$ cat config.mk
export PLATFORM = sky130hd
export DESIGN_NAME = obj_ram_arbiter
export DESIGN_NICKNAME = d
export VERILOG_FILES = /design/src/rtl/obj_ram_arbiter.sv
export SDC_FILE = /design/constraint.sdc
export NUM_CORES = 1
export LEC_CHECK = 0
export CAP_MARGIN = 20
export CORE_ASPECT_RATIO = 0.8
export CORE_UTILIZATION = 43
export CTS_CLUSTER_SIZE = 30
export DETAILED_ROUTE_END_ITERATION = 16
export PLACE_DENSITY = 0.9
export REMOVE_ABC_BUFFERS = 1
export SLEW_MARGIN = 25
export SYNTH_ARGS = -nofsm -noshare
export SYNTH_HDL_FRONTEND = slang
export SYNTH_SLANG_ARGS = --single-unit
$ cat constraint.sdc
create_clock -name clock -period 4.11 [get_ports clock]
set_input_delay 0.411 -clock clock [delete_from_list [all_inputs] [get_ports clock]]
set_output_delay 0.411 -clock clock [all_outputs]
set_load 0.005 [all_outputs]
$ cat src/rtl/obj_ram_arbiter.sv
// Arbiter/sequencer for the single-port object RAM: renderer has fixed priority,
// the two rope controllers alternate round-robin and may lock the RAM across a read-modify-write.
module obj_ram_arbiter #(
    parameter int ADDR_W   = 4,
    parameter int DATA_W   = 32,
    parameter int LOCK_MAX = 16
) (
    input  logic                clock,
    input  logic                reset,
    input  logic [2:0]          req,
    input  logic [2:0]          we,
    input  logic [2:0]          lock,
    input  logic [3*ADDR_W-1:0] addr,
    input  logic [3*DATA_W-1:0] wdata,
    output logic [2:0]          ack,
    output logic [DATA_W-1:0]   rdata,
    output logic [ADDR_W-1:0]   ram_address,
    output logic [DATA_W-1:0]   ram_data,
    output logic                ram_wren,
    input  logic [DATA_W-1:0]   ram_q,
    output logic                busy,
    output logic                lock_timeout
);

    localparam int CNT_W = $clog2(LOCK_MAX + 1);
    localparam logic [CNT_W-1:0] CNT_LAST = CNT_W'(LOCK_MAX - 1);

    typedef enum logic [1:0] {S_IDLE, S_ACCESS, S_WAIT, S_DONE} state_t;

    state_t            state;
    logic [1:0]        owner;
    logic [1:0]        lock_id;
    logic [1:0]        rr_last;
    logic              lock_valid;
    logic [CNT_W-1:0]  lock_cnt;

    logic [2:0]        cand;
    logic              win_valid;
    logic [1:0]        win;
    logic              win_we;
    logic [ADDR_W-1:0] win_addr;
    logic [DATA_W-1:0] win_wdata;

    always_comb begin
        cand = req;
        if (lock_valid)
            cand = req & (3'b001 << lock_id);
        win_valid = |cand;
        win = 2'd0;
        if (cand[0])
            win = 2'd0;
        else if (cand[1] && cand[2])
            win = (rr_last == 2'd1) ? 2'd2 : 2'd1;
        else if (cand[2])
            win = 2'd2;
        else if (cand[1])
            win = 2'd1;

        case (win)
            2'd1: begin
                win_addr  = addr[ADDR_W +: ADDR_W];
                win_wdata = wdata[DATA_W +: DATA_W];
            end
            2'd2: begin
                win_addr  = addr[2*ADDR_W +: ADDR_W];
                win_wdata = wdata[2*DATA_W +: DATA_W];
            end
            default: begin
                win_addr  = addr[0 +: ADDR_W];
                win_wdata = wdata[0 +: DATA_W];
            end
        endcase
        win_we = (win != 2'd0) && we[win];
    end

    always_ff @(posedge clock or posedge reset) begin
        if (reset) begin
            state        <= S_IDLE;
            owner        <= 2'd0;
            lock_id      <= 2'd0;
            rr_last      <= 2'd2;
            lock_valid   <= 1'b0;
            lock_cnt     <= '0;
            ack          <= '0;
            rdata        <= '0;
            ram_address  <= '0;
            ram_data     <= '0;
            ram_wren     <= 1'b0;
            busy         <= 1'b0;
            lock_timeout <= 1'b0;
        end else begin
            ack          <= '0;
            ram_wren     <= 1'b0;
            lock_timeout <= 1'b0;
            case (state)
                S_IDLE: begin
                    if (lock_valid) begin
                        if (!lock[lock_id]) begin
                            lock_valid <= 1'b0;
                            lock_cnt   <= '0;
                        end else if (!req[lock_id]) begin
                            if (lock_cnt == CNT_LAST) begin
                                lock_valid   <= 1'b0;
                                lock_timeout <= 1'b1;
                                lock_cnt     <= '0;
                            end else begin
                                lock_cnt <= lock_cnt + 1'b1;
                            end
                        end
                    end
                    if (win_valid) begin
                        owner       <= win;
                        ram_address <= win_addr;
                        ram_data    <= win_wdata;
                        ram_wren    <= win_we;
                        // A write completes in S_ACCESS, so its ack rises together with ram_wren.
                        if (win_we)
                            ack <= 3'b001 << win;
                        lock_cnt    <= '0;
                        busy        <= 1'b1;
                        state       <= S_ACCESS;
                    end
                end
                S_ACCESS: begin
                    if (ram_wren) begin
                        rr_last <= owner;
                        if (lock[owner]) begin
                            lock_valid <= 1'b1;
                            lock_id    <= owner;
                            lock_cnt   <= '0;
                        end
                        busy  <= 1'b0;
                        state <= S_IDLE;
                    end else begin
                        state <= S_WAIT;
                    end
                end
                S_WAIT: begin
                    rdata <= ram_q;
                    ack   <= 3'b001 << owner;
                    state <= S_DONE;
                end
                S_DONE: begin
                    if (owner != 2'd0) begin
                        rr_last <= owner;
                        if (lock[owner]) begin
                            lock_valid <= 1'b1;
                            lock_id    <= owner;
                            lock_cnt   <= '0;
                        end
                    end
                    busy  <= 1'b0;
                    state <= S_IDLE;
                end
                default: begin
                    busy  <= 1'b0;
                    state <= S_IDLE;
                end
            endcase
        end
    end

endmodule

==> results of run 1 <==
[state kept, by name (all words and copies together), names as in the netlist, named ones only]
name          count
ram_address       4
owner             2
lock_valid        1
busy              1
ack               3
rr_last           2
state             1
rdata            32
lock_cnt          5
lock_id           2
ram_data         32
lock_timeout      1
ram_wren          1
[through the flow]
| stage | cells | area [µm²] | hold slack (ns) | worst slack [ns] |
|---|---|---|---|---|
| after CTS | 792 | 6940 | 0.492 | 1.36 |
| after floorplan | 410 | 4170 | 0.472 | 0.818 |
| after detailed placement | 776 | 6660 | 0.476 | 1.05 |
| after global routing | 792 | 6940 | 0.502 | 1.11 |
| after global placement | 776 | 6660 | 0.467 | 1.20 |
| final | 792 | 6940 | 0.485 | 1.32 |
[power groups by stage]
| stage | Combinational [µW] | Clock (µW) | Sequential (µW) |
|---|---|---|---|
| 6_report | 2330 | 780 | 1560 |
| 5_1_grt | 2570 | 839 | 1610 |
| 4_1_cts | 2340 | 794 | 1560 |
| 3_5_place_dp | 2340 | 0 | 1560 |
| 3_3_place_gp | 2250 | 0 | 1540 |
| 2_1_floorplan | 1140 | 0 | 1540 |
[Yosys cell counts, types with 2 or more instances]
cell	count	area share [%]
clkbuf_1	15	1.3
o21a_1	2	0.35
nand3_1	4	0.46
ha_1	4	1.2
o21ai_0	44	5.1
mux2_2	12	3.1
dfrtp_1	87	50
buf_2	11	1.3
mux2_4	2	0.70
mux2i_1	2	0.46
or3_1	2	0.29
nor2b_1	3	0.43
nand2_1	78	6.8
inv_1	11	0.96
nor2_1	8	0.70
nand3b_1	2	0.35
a22oi_1	37	6.4
o21ai_1	42	4.9
buf_1	5	0.43
nor4_1	3	0.43
nand4b_1	2	0.41
a31oi_1	3	0.43
a21oi_1	5	0.58
nor3_1	4	0.46
a41o_1	2	0.46
nand4_1	3	0.43
and3_1	5	0.72
inv_2	2	0.17
mux2_1	21	5.5
[worst paths after layout]
| check | slack, ns | end |
|---|---|---|
| max | 1.32 | ram_data[2] |
| min | 0.49 | rdata[5] |
| max reg2reg | 1.32 | ram_data[2] |
| min reg2reg | 0.49 | rdata[5] |
| max in group asynchronous | 2.65 | rdata[23] |
| min in group asynchronous | 0.53 | rdata[1] |
[cell type report]
cell class / instances / area, µm² / share of cell area, %
inverter: 13 / 51.3 / 0.739
clock inverter: 6 / 52.6 / 0.757
sequential: 88 / 2200 / 31.8
multi-input combinational: 309 / 1930 / 27.8
clock buffer: 10 / 229 / 3.30
tap: 136 / 170 / 2.45
timing repair buffer: 230 / 2300 / 33.1
[logic make-up after synthesis]
| kind of cell | count (synthesis) |
|---|---|
| DFF | 88 |
| buffers and inverters | 45 |
| AOI/OAI and AO/OA | 147 |
| muxes | 37 |
| adders and majority gates | 4 |
| and+or+nand+nor | 121 |
[worst reg2reg max path, stage by stage (launching register included)]
cell and delay, ns:
dfrtp_1 0.55, and2b_1 0.25, o221ai_1 0.27, nand3b_1 0.22
ha_2 0.80, buf_4 0.33, nand2_1 0.08, o21ai_0 0.08
o21ai_1 0.08
[per-layer routing]
layer | wire length, µm | up-vias | share of wire [%]
met4 | 223 | 0 | 1.7
met3 | 1140 | 16 | 9.0
met5 | 0 | - | 0
met2 | 6350 | 176 | 50
met1 | 5040 | 1950 | 40
li1 | - | 2001 | -
==> run_results.csv, run 1 <==
group,metric,value,unit
critical_path,path_buf_inv,2,
power_and_ir_drop,combPwrFrac,49.9,%
power_and_ir_drop,power_switching_share,36.5,%
clocking,clockBufferDepth,2,
power_and_ir_drop,switchingPower,1700,µW
timing,slew_headroom,38.3,%
timing,timing.final.crit_share,67.9,%
critical_path,r2r-start,"lock_id[1]",
timing,fmax,358,MHz
timing,grt_setup_unrepaired,"no",
run_status,status,"completed",
timing,skew,0.00762,ns
clocking,htreeDepth,3,
routing,ant_nets,0,
critical_path,cp_cell_sequence,"clkdlybuf4s50_1 > nor3b_1 > a31oi_1 > a22o_1 > ha_2 > buf_4 > nand2_1 > o21ai_0 > o21ai_1",
yosys,async_flop_share,100,%
layout,drive_above_1_share,6.71,%
layout,areaGrowthSynthToFinish,60.8,%
timing,min_period,2.79,ns
clocking,numCtsBuffers,9,
flow_run,maxCapViolCount,0,
place,gp_congestion,0.894,
place,dp_hpwl,9.54,mm
critical_path,crit_fanout,43,
clocking,root_buffer,"clkbuf_16",
yosys,yosysWarnings,0,
yosys,syn_area,4320,µm²
yosys,synth_seq_area_share,51.1,%
clocking,cts_setup_buffers,0,
critical_path,critical_path_depth,9,
die,ios,225,
timing,max_slew.worst_pin.slew,0.923,ns
yosys,synth_fa_ha_area_share,1.16,%
clocking,post_cts_resized,0,
yosys,ys_seq_elements,88,
clocking,hold_buffers,0,
die,die_h,91.6,µm
critical_path,cp.arrival,2.99,ns
routing,first_pass_iters,4,
die,dieWidth,114,µm
min_path,hold_start,"rdata[5]",
global_routing,use_met2,44.5,%
clocking,cts_tree,"built",
routing,dr.first_iter.drc_count,161,
timing,finalSetupViolCount,0,
routing,wl_per_cell,16.1,µm
place,portBuffers,224,
critical_path,start_kind,"input port",
critical_path,critPathLaunch,"req[1]",
yosys,synthXorXnorAreaFrac,0,%
power_and_ir_drop,p_int,2960,µW
critical_path,required,4.31,ns
critical_path,critical-path-max-stage-delay,0.77,ns
die,initial_utilization,44.5,%
layout,diodes,0,
clocking,cts.sinks,88,
clocking,clk_pin_slew_worst_paths,0.07,ns
critical_path,crit_family,"buffers and inverters",
routing,vias,4143,
yosys,avgSynthCellArea,9.76,µm²
critical_path,end_kind,"flip-flop",
layout,fill_cells,708,
layout,post-route-util,71.6,%
layout,nNetsFinal,806,
power_and_ir_drop,clkPwrFrac,16.7,%
die,coreArea,9690,µm²
global_routing,overflow,0,
global_routing,met3_usage,9.55,%
layout,final_common_cell,"clkdlybuf4s50_1",
power_and_ir_drop,power_leakage,0.00285,µW
critical_path,crit_type,"in2reg",
global_routing,grt.busiest_layer,"met2",
routing,totalWireLength,12.7,mm
timing,final.setup.tns,0,ns
power_and_ir_drop,power.density,673,nW/µm²
clocking,clk_latency,0.34,ns
power_and_ir_drop,fin_total_pwr,4670,µW
die,die_area,10400,µm²
global_routing,track_usage,25.5,%
yosys,muxShareOfSynthArea,9.77,%
min_path,min_path_cells,1,
layout,final_cell_mix,"clkdlybuf4s50_1, dfrtp_1, nand2_1",
yosys,synth_top_family_by_area,"compound AO/OA/AOI/OAI gates",
global_routing,antenna_found_initial,0,
global_routing,grt_max_degree,63,
critical_path,r2r_cells,8,
global_routing,grt_pass1_vias,4307,
critical_path,crit_slowest_cell,"ha_2",
yosys,synth_cells,442,
power_and_ir_drop,seqPwrFrac,33.4,%
global_routing,grt_pass1_wl,20.7,mm
yosys,synth_edf_count,0,
yosys,yosys.cell_types.count,50,
min_path,hold_class,"reg2reg",
global_routing,grtUsageMet1,28.5,%
routing,drc,0,
yosys,synth_compound_area_share,20.9,%
timing,drv_slew,0,
yosys,synth-simple-area-share,12.7,%
power_and_ir_drop,ir_worst_vdd,0.000322,V
timing,finalHoldViolations,0,
die,num_rows,32,
routing,viasPerCell,5.23,
yosys,ys.flop_type,"dfrtp_1",
Note: power is estimated with default switching activity, not from simulation.
==> run 2, diff against run 1 <==
--- a/config.mk
+++ b/config.mk
@@ -7,10 +7,10 @@
 export LEC_CHECK = 0
 export CAP_MARGIN = 20
 export CORE_ASPECT_RATIO = 0.8
-export CORE_UTILIZATION = 43
+export CORE_UTILIZATION = 36
 export CTS_CLUSTER_SIZE = 30
 export DETAILED_ROUTE_END_ITERATION = 16
-export PLACE_DENSITY = 0.9
+export PLACE_DENSITY = 0.81
 export REMOVE_ABC_BUFFERS = 1
 export SLEW_MARGIN = 25
 export SYNTH_ARGS = -nofsm -noshare
==> constraint.sdc (replaced) <==
create_clock -name clock -period 2.5 [get_ports clock]
set_input_delay 0.25 -clock clock [delete_from_list [all_inputs] [get_ports clock]]
set_output_delay 0.25 -clock clock [all_outputs]
set_load 0.005 [all_outputs]
==> run 2 against run 1 <==
Worst setup slack got worse by 1.1 ns. Global-route usage fell by 5.0 points. Clock skew barely moved. Register-to-register slack got worse by 1.1 ns. Sequential share of layout area fell by 0.73 points. Clock-buffer cell count did not move. Routed wire length fell by 1.6%. Combinational power rose by 70%. Critical path type is now reg2reg. Largest power group unchanged.
==> run_results.csv, run 2 (synthesis gave the netlist of run 1 again) <==
group,metric,value,unit
run_status,status,"completed",
die,num_rows,35,
timing,timing.final.ws_setup,0.241,ns
routing,vias,4138,
timing,timing.final.crit_share,90.4,%
timing,holdWs,0.340,ns
clocking,root_buffer,"clkbuf_16",
routing,first_pass_iters,4,
critical_path,required,2.71,ns
critical_path,cp.arrival,2.47,ns
flow_run,maxCapViolCount,0,
critical_path,crit_type,"reg2reg",
global_routing,grt_pass1_wl,20.3,mm
power_and_ir_drop,power.density,1100,nW/µm²
global_routing,antenna_found_initial,0,
place,dp_slack,0.145,ns
global_routing,grt_pass1_vias,4113,
clocking,hold_buffers,0,
routing,viasPerCell,5.09,
clocking,cts_tree,"built",
die,coreArea,11600,µm²
clocking,clk_latency,0.34,ns
layout,final_common_cell,"clkdlybuf4s50_1",
routing,wl_per_cell,15.4,µm
timing,finalSetupViolCount,0,
layout,final_cell_mix,"clkdlybuf4s50_1, dfrtp_1, nand2_1",
timing,min_period,2.26,ns
routing,dr.first_iter.drc_count,113,
global_routing,met3_usage,7.04,%
global_routing,use_met2,34.8,%
critical_path,crit_top_cell,"inv_1",
layout,diodes,0,
global_routing,grtUsageMet1,24.6,%
clocking,htreeDepth,3,
min_path,hold_class,"in2async",
routing,drc,0,
critical_path,start_kind,"flip-flop",
timing,slew_headroom,51.7,%
critical_path,crit_family,"compound AO/OA/AOI/OAI gates",
place,portBuffers,224,
critical_path,cp_cell_sequence,"inv_1 > o221ai_1 > a22o_1 > inv_1 > ha_1 > buf_12 > a22oi_1 > nand2_1 > o21ai_0 > o21ai_1",
die,dieWidth,124,µm
clocking,cts_setup_buffers,0,
die,die_h,99.9,µm
timing,final.setup.tns,0,ns
global_routing,overflow,0,
die,ios,225,
clocking,clockBufferDepth,2,
layout,drive_above_1_share,8.12,%
place,gp_congestion,0.867,
critical_path,path_buf_inv,3,
global_routing,track_usage,20.5,%
layout,nNetsFinal,815,
critical_path,crit_slowest_cell,"dfrtp_1",
timing,max_slew.worst_pin.slew,0.724,ns
timing,skew,0.00789,ns
routing,totalWireLength,12.5,mm
critical_path,critical-path-max-stage-delay,0.50,ns
place,dp_hpwl,9.34,mm
clocking,post_cts_resized,0,
power_and_ir_drop,ir_worst_vdd,0.000404,V
timing,drv_slew,0,
layout,areaGrowthSynthToFinish,64.6,%
routing,ant_nets,0,
global_routing,grt_max_degree,55,
timing,finalHoldViolations,0,
clocking,numCtsBuffers,9,
timing,fmax,443,MHz
layout,reg_top3,"ram_data: 32 flops, rdata: 32 flops, lock_cnt: 5 flops",
timing,grt_setup_unrepaired,"no",
power_and_ir_drop,power_leakage,0.00293,µW
critical_path,end_kind,"flip-flop",
global_routing,grt.busiest_layer,"met2",
clocking,cts.sinks,88,
die,die_area,12400,µm²
die,initial_utilization,37.2,%
clocking,clk_pin_slew_worst_paths,0.06,ns
critical_path,crit_fanout,37,
[run 2: final timing paths]
path	end	slack, ns	depth (start not counted)	startpoint
min reg2reg	ram_data[8]	0.48	2	ram_data[8]
min	rdata[2]	0.34	2	reset
max	ram_data[11]	0.24	10	lock_valid
max reg2reg	ram_data[11]	0.24	10	lock_valid
min in group clock	ram_data[8]	0.48	2	ram_data[8]
max in group asynchronous	rdata[31]	1.48	3	reset
[run 2: where the power goes]
| part | switching, µW | internal (µW) |
|---|---|---|
| clock network | 577 | 815 |
| registers | 412 | 2090 |
| logic | 1750 | 2190 |
| total | 2740 | 5100 |
[run 2: final cells by class]
cell class	count	area (µm²)
fillers	921	4500
repair buffers	239	2420
flip-flops and latches	88	2200
multi-input cells	309	1930
clock buffers	10	239
well taps	148	185
clock inverters	6	75.1
inverters	13	50.0
[run 2: per-layer routing]
metal	wire (µm)	share of wire, %
met5	0	0
met2	5890	47
met4	180	1.4
met3	1090	8.7
met1	5380	43
[run 2: per-stage QoR]
stage / util (%) / area [µm²] / cells / total power [µW]
global placement: 58.5 / 6790 / 797 / 6350
global route: 61.2 / 7100 / 813 / 8420
detailed placement: 58.5 / 6790 / 797 / 6500
floorplan: - / 4170 / 410 / 4410
finish: 61.2 / 7100 / 813 / 7840
CTS: 61.2 / 7100 / 813 / 7930
[run 2: worst reg2reg max path, cell delays in order (launching register included)]
cell and delay (ns):
dfrtp_1 0.50, inv_1 0.14, o221ai_1 0.29, a22o_1 0.29, inv_1 0.07, ha_1 0.23
buf_12 0.18, a22oi_1 0.21, nand2_1 0.07, o21ai_0 0.07, o21ai_1 0.10
==> run 3, diff against run 2 <==
--- a/config.mk
+++ b/config.mk
@@ -5,7 +5,6 @@
 export SDC_FILE = /design/constraint.sdc
 export NUM_CORES = 1
 export LEC_CHECK = 0
-export CAP_MARGIN = 20
 export CORE_ASPECT_RATIO = 0.8
 export CORE_UTILIZATION = 36
 export CTS_CLUSTER_SIZE = 30
==> results of run 3 <==
Final layout, timing and power as in run 2 (identical DEF).
